## src/rtl/motor_pwm_timebase.sv

```systemverilog
// motor_pwm_timebase
// Period timebase for the motor PWM output path. It produces the shared
// timer_value ramp (0..active period) and a one-cycle compare_value_latch
// strobe in the last clock before the ramp restarts at 0. Period/prescale
// settings are double-buffered and only applied at a period boundary
// (or on the ARM cycle at start-up).
//
// Ports:
//   clk                 - single clock, rising edge
//   rst                 - asynchronous, active-high reset
//   enable              - 1 = run, 0 = stop and hold timer at zero
//   period_in           - requested terminal count (timer counts 0..period)
//   prescale_in         - requested divider (advance every prescale+1 clocks)
//   cfg_write           - one-cycle pulse capturing period_in/prescale_in
//   cfg_pending         - captured config waiting for a period boundary
//   timer_value         - registered ramp for the compare stages
//   compare_value_latch - strobe in the cycle before timer_value returns to 0
//   running             - 1 while in RUN
module motor_pwm_timebase #(
  parameter int TIMER_WIDTH    = 32,
  parameter int PRESCALE_WIDTH = 16
) (
  input  logic                      clk,
  input  logic                      rst,
  input  logic                      enable,
  input  logic [TIMER_WIDTH-1:0]    period_in,
  input  logic [PRESCALE_WIDTH-1:0] prescale_in,
  input  logic                      cfg_write,
  output logic                      cfg_pending,
  output logic [TIMER_WIDTH-1:0]    timer_value,
  output logic                      compare_value_latch,
  output logic                      running
);

  localparam logic [1:0] ST_IDLE = 2'd0;
  localparam logic [1:0] ST_ARM  = 2'd1;
  localparam logic [1:0] ST_RUN  = 2'd2;

  localparam logic [TIMER_WIDTH-1:0]    TIMER_ONE = {{(TIMER_WIDTH-1){1'b0}}, 1'b1};
  localparam logic [PRESCALE_WIDTH-1:0] PRE_ONE   = {{(PRESCALE_WIDTH-1){1'b0}}, 1'b1};

  logic [1:0]                state_r;
  logic [PRESCALE_WIDTH-1:0] prescale_cnt_r;
  logic [TIMER_WIDTH-1:0]    active_period_r;
  logic [PRESCALE_WIDTH-1:0] active_prescale_r;
  logic [TIMER_WIDTH-1:0]    pending_period_r;
  logic [PRESCALE_WIDTH-1:0] pending_prescale_r;

  logic tick_s;
  logic boundary_s;
  logic apply_s;

  // Tick / boundary / apply decode from registered state only.
  always_comb begin
    tick_s     = 1'b0;
    boundary_s = 1'b0;
    apply_s    = 1'b0;
    if (state_r == ST_RUN) begin
      tick_s     = (prescale_cnt_r == active_prescale_r);
      boundary_s = tick_s && (timer_value == active_period_r);
    end else begin
      tick_s     = 1'b0;
      boundary_s = 1'b0;
    end
    // A config is only applied when the timebase keeps running past the
    // boundary; a stop leaves the pending config pending.
    apply_s = enable && cfg_pending && ((state_r == ST_ARM) || boundary_s);
  end

  assign compare_value_latch = (state_r == ST_ARM) || boundary_s;
  assign running             = (state_r == ST_RUN);

  // State machine, prescale counter and timer ramp.
  always_ff @(posedge clk or posedge rst) begin
    if (rst) begin
      state_r        <= ST_IDLE;
      prescale_cnt_r <= {PRESCALE_WIDTH{1'b0}};
      timer_value    <= {TIMER_WIDTH{1'b0}};
    end else begin
      case (state_r)
        ST_IDLE: begin
          prescale_cnt_r <= {PRESCALE_WIDTH{1'b0}};
          timer_value    <= {TIMER_WIDTH{1'b0}};
          state_r        <= enable ? ST_ARM : ST_IDLE;
        end
        ST_ARM: begin
          prescale_cnt_r <= {PRESCALE_WIDTH{1'b0}};
          timer_value    <= {TIMER_WIDTH{1'b0}};
          state_r        <= enable ? ST_RUN : ST_IDLE;
        end
        ST_RUN: begin
          if (!enable) begin
            state_r        <= ST_IDLE;
            prescale_cnt_r <= {PRESCALE_WIDTH{1'b0}};
            timer_value    <= {TIMER_WIDTH{1'b0}};
          end else if (tick_s) begin
            prescale_cnt_r <= {PRESCALE_WIDTH{1'b0}};
            // timer_value never exceeds active_period, so equality is the wrap.
            if (boundary_s) begin
              timer_value <= {TIMER_WIDTH{1'b0}};
            end else begin
              timer_value <= timer_value + TIMER_ONE;
            end
          end else begin
            prescale_cnt_r <= prescale_cnt_r + PRE_ONE;
          end
        end
        default: begin
          state_r        <= ST_IDLE;
          prescale_cnt_r <= {PRESCALE_WIDTH{1'b0}};
          timer_value    <= {TIMER_WIDTH{1'b0}};
        end
      endcase
    end
  end

  // Pending shadow registers; a write in the apply cycle wins over the clear.
  always_ff @(posedge clk or posedge rst) begin
    if (rst) begin
      pending_period_r   <= {TIMER_WIDTH{1'b0}};
      pending_prescale_r <= {PRESCALE_WIDTH{1'b0}};
      cfg_pending        <= 1'b0;
    end else if (cfg_write) begin
      pending_period_r   <= period_in;
      pending_prescale_r <= prescale_in;
      cfg_pending        <= 1'b1;
    end else if (apply_s) begin
      cfg_pending        <= 1'b0;
    end
  end

  // Active config; loaded from the pending values held before this edge.
  always_ff @(posedge clk or posedge rst) begin
    if (rst) begin
      active_period_r   <= {TIMER_WIDTH{1'b0}};
      active_prescale_r <= {PRESCALE_WIDTH{1'b0}};
    end else if (apply_s) begin
      active_period_r   <= pending_period_r;
      active_prescale_r <= pending_prescale_r;
    end
  end

endmodule
```

## config.mk

```make
export PLATFORM = sky130hd
export DESIGN_NAME = motor_pwm_timebase
export DESIGN_NICKNAME = d
export VERILOG_FILES = /design/src/rtl/motor_pwm_timebase.sv
export SDC_FILE = /design/constraint.sdc
export NUM_CORES = 1
export LEC_CHECK = 0
export ABC_CLOCK_PERIOD_IN_PS = 5600
export BUFFER_PORTS_ARGS = -buffer_cell sky130_fd_sc_hd__buf_2
export CORE_UTILIZATION = 45
export DETAILED_ROUTE_END_ITERATION = 8
export GPL_TIMING_DRIVEN = 0
export SLEW_MARGIN = 20
export SYNTH_ARGS = -nofsm -noshare
export SYNTH_HDL_FRONTEND = slang
export SYNTH_SLANG_ARGS = --single-unit
```

## constraint.sdc

```tcl
create_clock -name clk -period 5.6 [get_ports clk]
set_input_delay 0.56 -clock clk [delete_from_list [all_inputs] [get_ports clk]]
set_output_delay 0.56 -clock clk [all_outputs]
set_load 0.01 [all_outputs]
```

==> results.yml <==
logic_synthesis:
  synth_area_leaders: "dfrtp_1 52%, mux2_2 12%, xnor2_1 5.7%"
  yosysWarnings: 0
  synth_fp_nets: 668
  synth_edf_count: 0
  synth-simple-area-share_pct: 15.3
  async_flop_share_pct: 100
  avgSynthCellArea_um2: 11.4
  yosys.area_share.xor_xnor_pct: 7.73
  synth_top_family_by_area: "multiplexers"
  synth_cell_types: 45
  yosysSeqAreaShare_pct: 52.3
  synth-compound-area-share_pct: 6.12
  synth_top_area_cell: "dfrtp_1"
  synthCells: 614
  syn_area_um2: 7030
  synth_flop_cell: "dfrtp_1"
  synth_top_area_share_pct: 52.3
  synth_fa_ha_area_share_pct: 0.356
  ys_ff_latch: 147
  synth_mux_area_share_pct: 15.4
clocking:
  cts_max_path_buffers: 2
  cts.repair.resized: 0
  numCtsBuffers: 17
  cts.clk_slew.worst_paths_ns: 0.06
  cts_tree: "yes"
  cts_setup_buffers: 0
  clockRootBuffer: "clkbuf_16"
  ctsHtreeMaxLevel: 4
  cts.sinks: 147
  cts-hold-fix-buffers: 0
  insertion_delay_ns: 0.43
floorplanning:
  rows: 45
  die_h_um: 127
  start_util_pct: 46.2
  ios: 87
  fp.dieW_um: 127
  core_area_um2: 15200
  dieArea_um2: 16100
placement:
  dp_hpwl_um: 12300
  port_buffers: 85
  place_ws_ns: 2.68
  gp_congestion: 0.865
cells_and_area:
  syn_to_final_growth_pct: 18.4
  fin_nets: 773
  drive_gt1_share_pct: 29.1
  final_cell_mix: "147 x dfrtp_1, 89 x buf_2, 76 x mux2_2"
  antenna_cells: 0
  final_common_cell: "dfrtp_1"
critical_path:
  crit_start: "prescale_cnt_r[12]$_DFF_PP0_"
  crit_path_cell_trace: "xnor2_1 -> nand4_1 -> nor3_1 -> nand3_1 -> clkbuf_1 -> o21bai_1 -> buf_2"
  arrival_ns: 2.89
  crit_required_ns: 5.04
  critical-path-max-stage-delay_ns: 0.56
  r2r_start: "prescale_cnt_r[12]$_DFF_PP0_"
  crit_slowest_cell: "nor3_1"
  critPathMaxFanout: 10
  cp-end-kind: "output port"
  criticalPathCategory: "reg2out"
  cp-start-kind: "flop"
timing:
  finalHoldViolations: 0
  rsz0062_at_grt: "no"
  setup_viol: 0
  drv_slew: 0
  period_minus_slack_ns: 3.45
  worst_slack_ns: 2.15
  max_freq_mhz: 290
  fin_setup_tns_ns: 0
  finClkSkew_ns: 0.0104
  worst_pin_slew_ns: 0.677
  slew_headroom_pct: 54.5
  fin_crit_sh_pct: 61.6
power:
  ir_worst_vdd_uv: 208
  leakagePower_uw: 0.00349
  cellPowerDensity_nw_per_um2: 356
grt:
  grt.total_usage_pct: 23.0
  grt_overflow_total: 0
  grt_max_degree: 80
  grt_antenna_before_repair: 0
  grt_pass1_wl_um: 28100
  grt_pass1_vias: 5163
drt:
  drtIter0Drc: 425
  drc: 0
  wl_per_cell_um: 18.4
  routed_wl_um: 16900
  via_per_inst: 5.59
  final_antenna_net_count: 0
  vias: 5144
  firstDrtPassIters: 5
job:
  drv_cap: 0
run_status:
  outcome: "complete, no violations"
hold_path:
  hp-class: "in2async"
[where the power goes]
part	switching (uW)	total (uW)	internal [uW]
Sequential	140	1390	1250
Combinational	180	434	255
Clock	463	1140	676
Total	782	2960	2180
[metal layers]
layer	wire length [um]	global-route usage (%)	share of wire [%]	vias to the layer above
met2	7640	34.5	45	137
met5	0	0	0	-
met3	902	5.36	5.3	18
li1	-	-	-	2435
met1	8070	32.4	48	2554
met4	262	8.54	1.6	0
[per-stage QoR]
stage	instances	area, um^2	hold WS (ns)	power, uW	util (%)
final	920	8320	0.169	2960	54.7
after global routing	920	8320	0.201	3100	54.7
after CTS	920	8320	0.183	2990	54.7
after detailed placement	888	7720	0.441	1840	50.8
after global placement	887	7690	0.431	1820	50.6
after floorplan	614	7030	0.414	1710	-
[cells in the mapped netlist (all sizes together) (5+ instances only)]
| cell type | count |
|---|---|
| dfrtp | 147 |
| nand3 | 31 |
| nand4 | 25 |
| xor2 | 16 |
| nor2 | 23 |
| nand2 | 45 |
| xnor2 | 46 |
| or4 | 9 |
| mux2 | 96 |
| inv | 6 |
| and3 | 15 |
| clkbuf | 21 |
| nor4 | 6 |
| nor3 | 15 |
| buf | 14 |
| a21boi | 5 |
| o21ai | 16 |
| o22ai | 9 |
| a21oi | 28 |
| or3 | 11 |
[logic make-up after synthesis]
kind of cell    Yosys count
simple gates            194
flops                   147
mux                      96
compound gates           72
xor+xnor                 62
buf+inv                  41
fa+ha+maj                 2
[final timing paths]
check	endpoint	slack, ns	depth (start not counted)
min reg2reg	state_r[0]$_DFFE_PP0P_	0.45	1
min in group clk	pending_period_r[16]$_DFFE_PP0P_	0.35	2
max reg2reg	prescale_cnt_r[10]$_DFF_PP0_	2.75	8
max	compare_value_latch	2.15	7
min	pending_prescale_r[15]$_DFFE_PP0P_	0.17	2
max in group asynchronous	timer_value[9]$_DFFE_PP0P_	4.71	3
[state kept, by name, indices dropped and copies added (netlist names)]
signal and count:
active_prescale_r 16, pending_prescale_r 16, state_r 2, pending_period_r 32
active_period_r 32, prescale_cnt_r 16, timer_value 32, cfg_pending 1
[layout make-up]
cell class / instances / area, um^2
fillers: 1340 / 6880
flip-flops and latches: 147 / 3680
multi-input cells: 426 / 3150
repair buffers: 86 / 453
clock buffers: 19 / 443
well taps: 188 / 235
plain buffers: 35 / 176
clock inverters: 13 / 151
inverters: 6 / 30.0
[critical path: cells and delay by family, from the launching register on]
family,cells,cell delay [ns]
flops,1,0.41
compound gates,1,0.32
xor+xnor,1,0.26
simple gates,3,0.97
buf+inv,2,0.50
No activity file was read; power rests on OpenSTA's default activity.
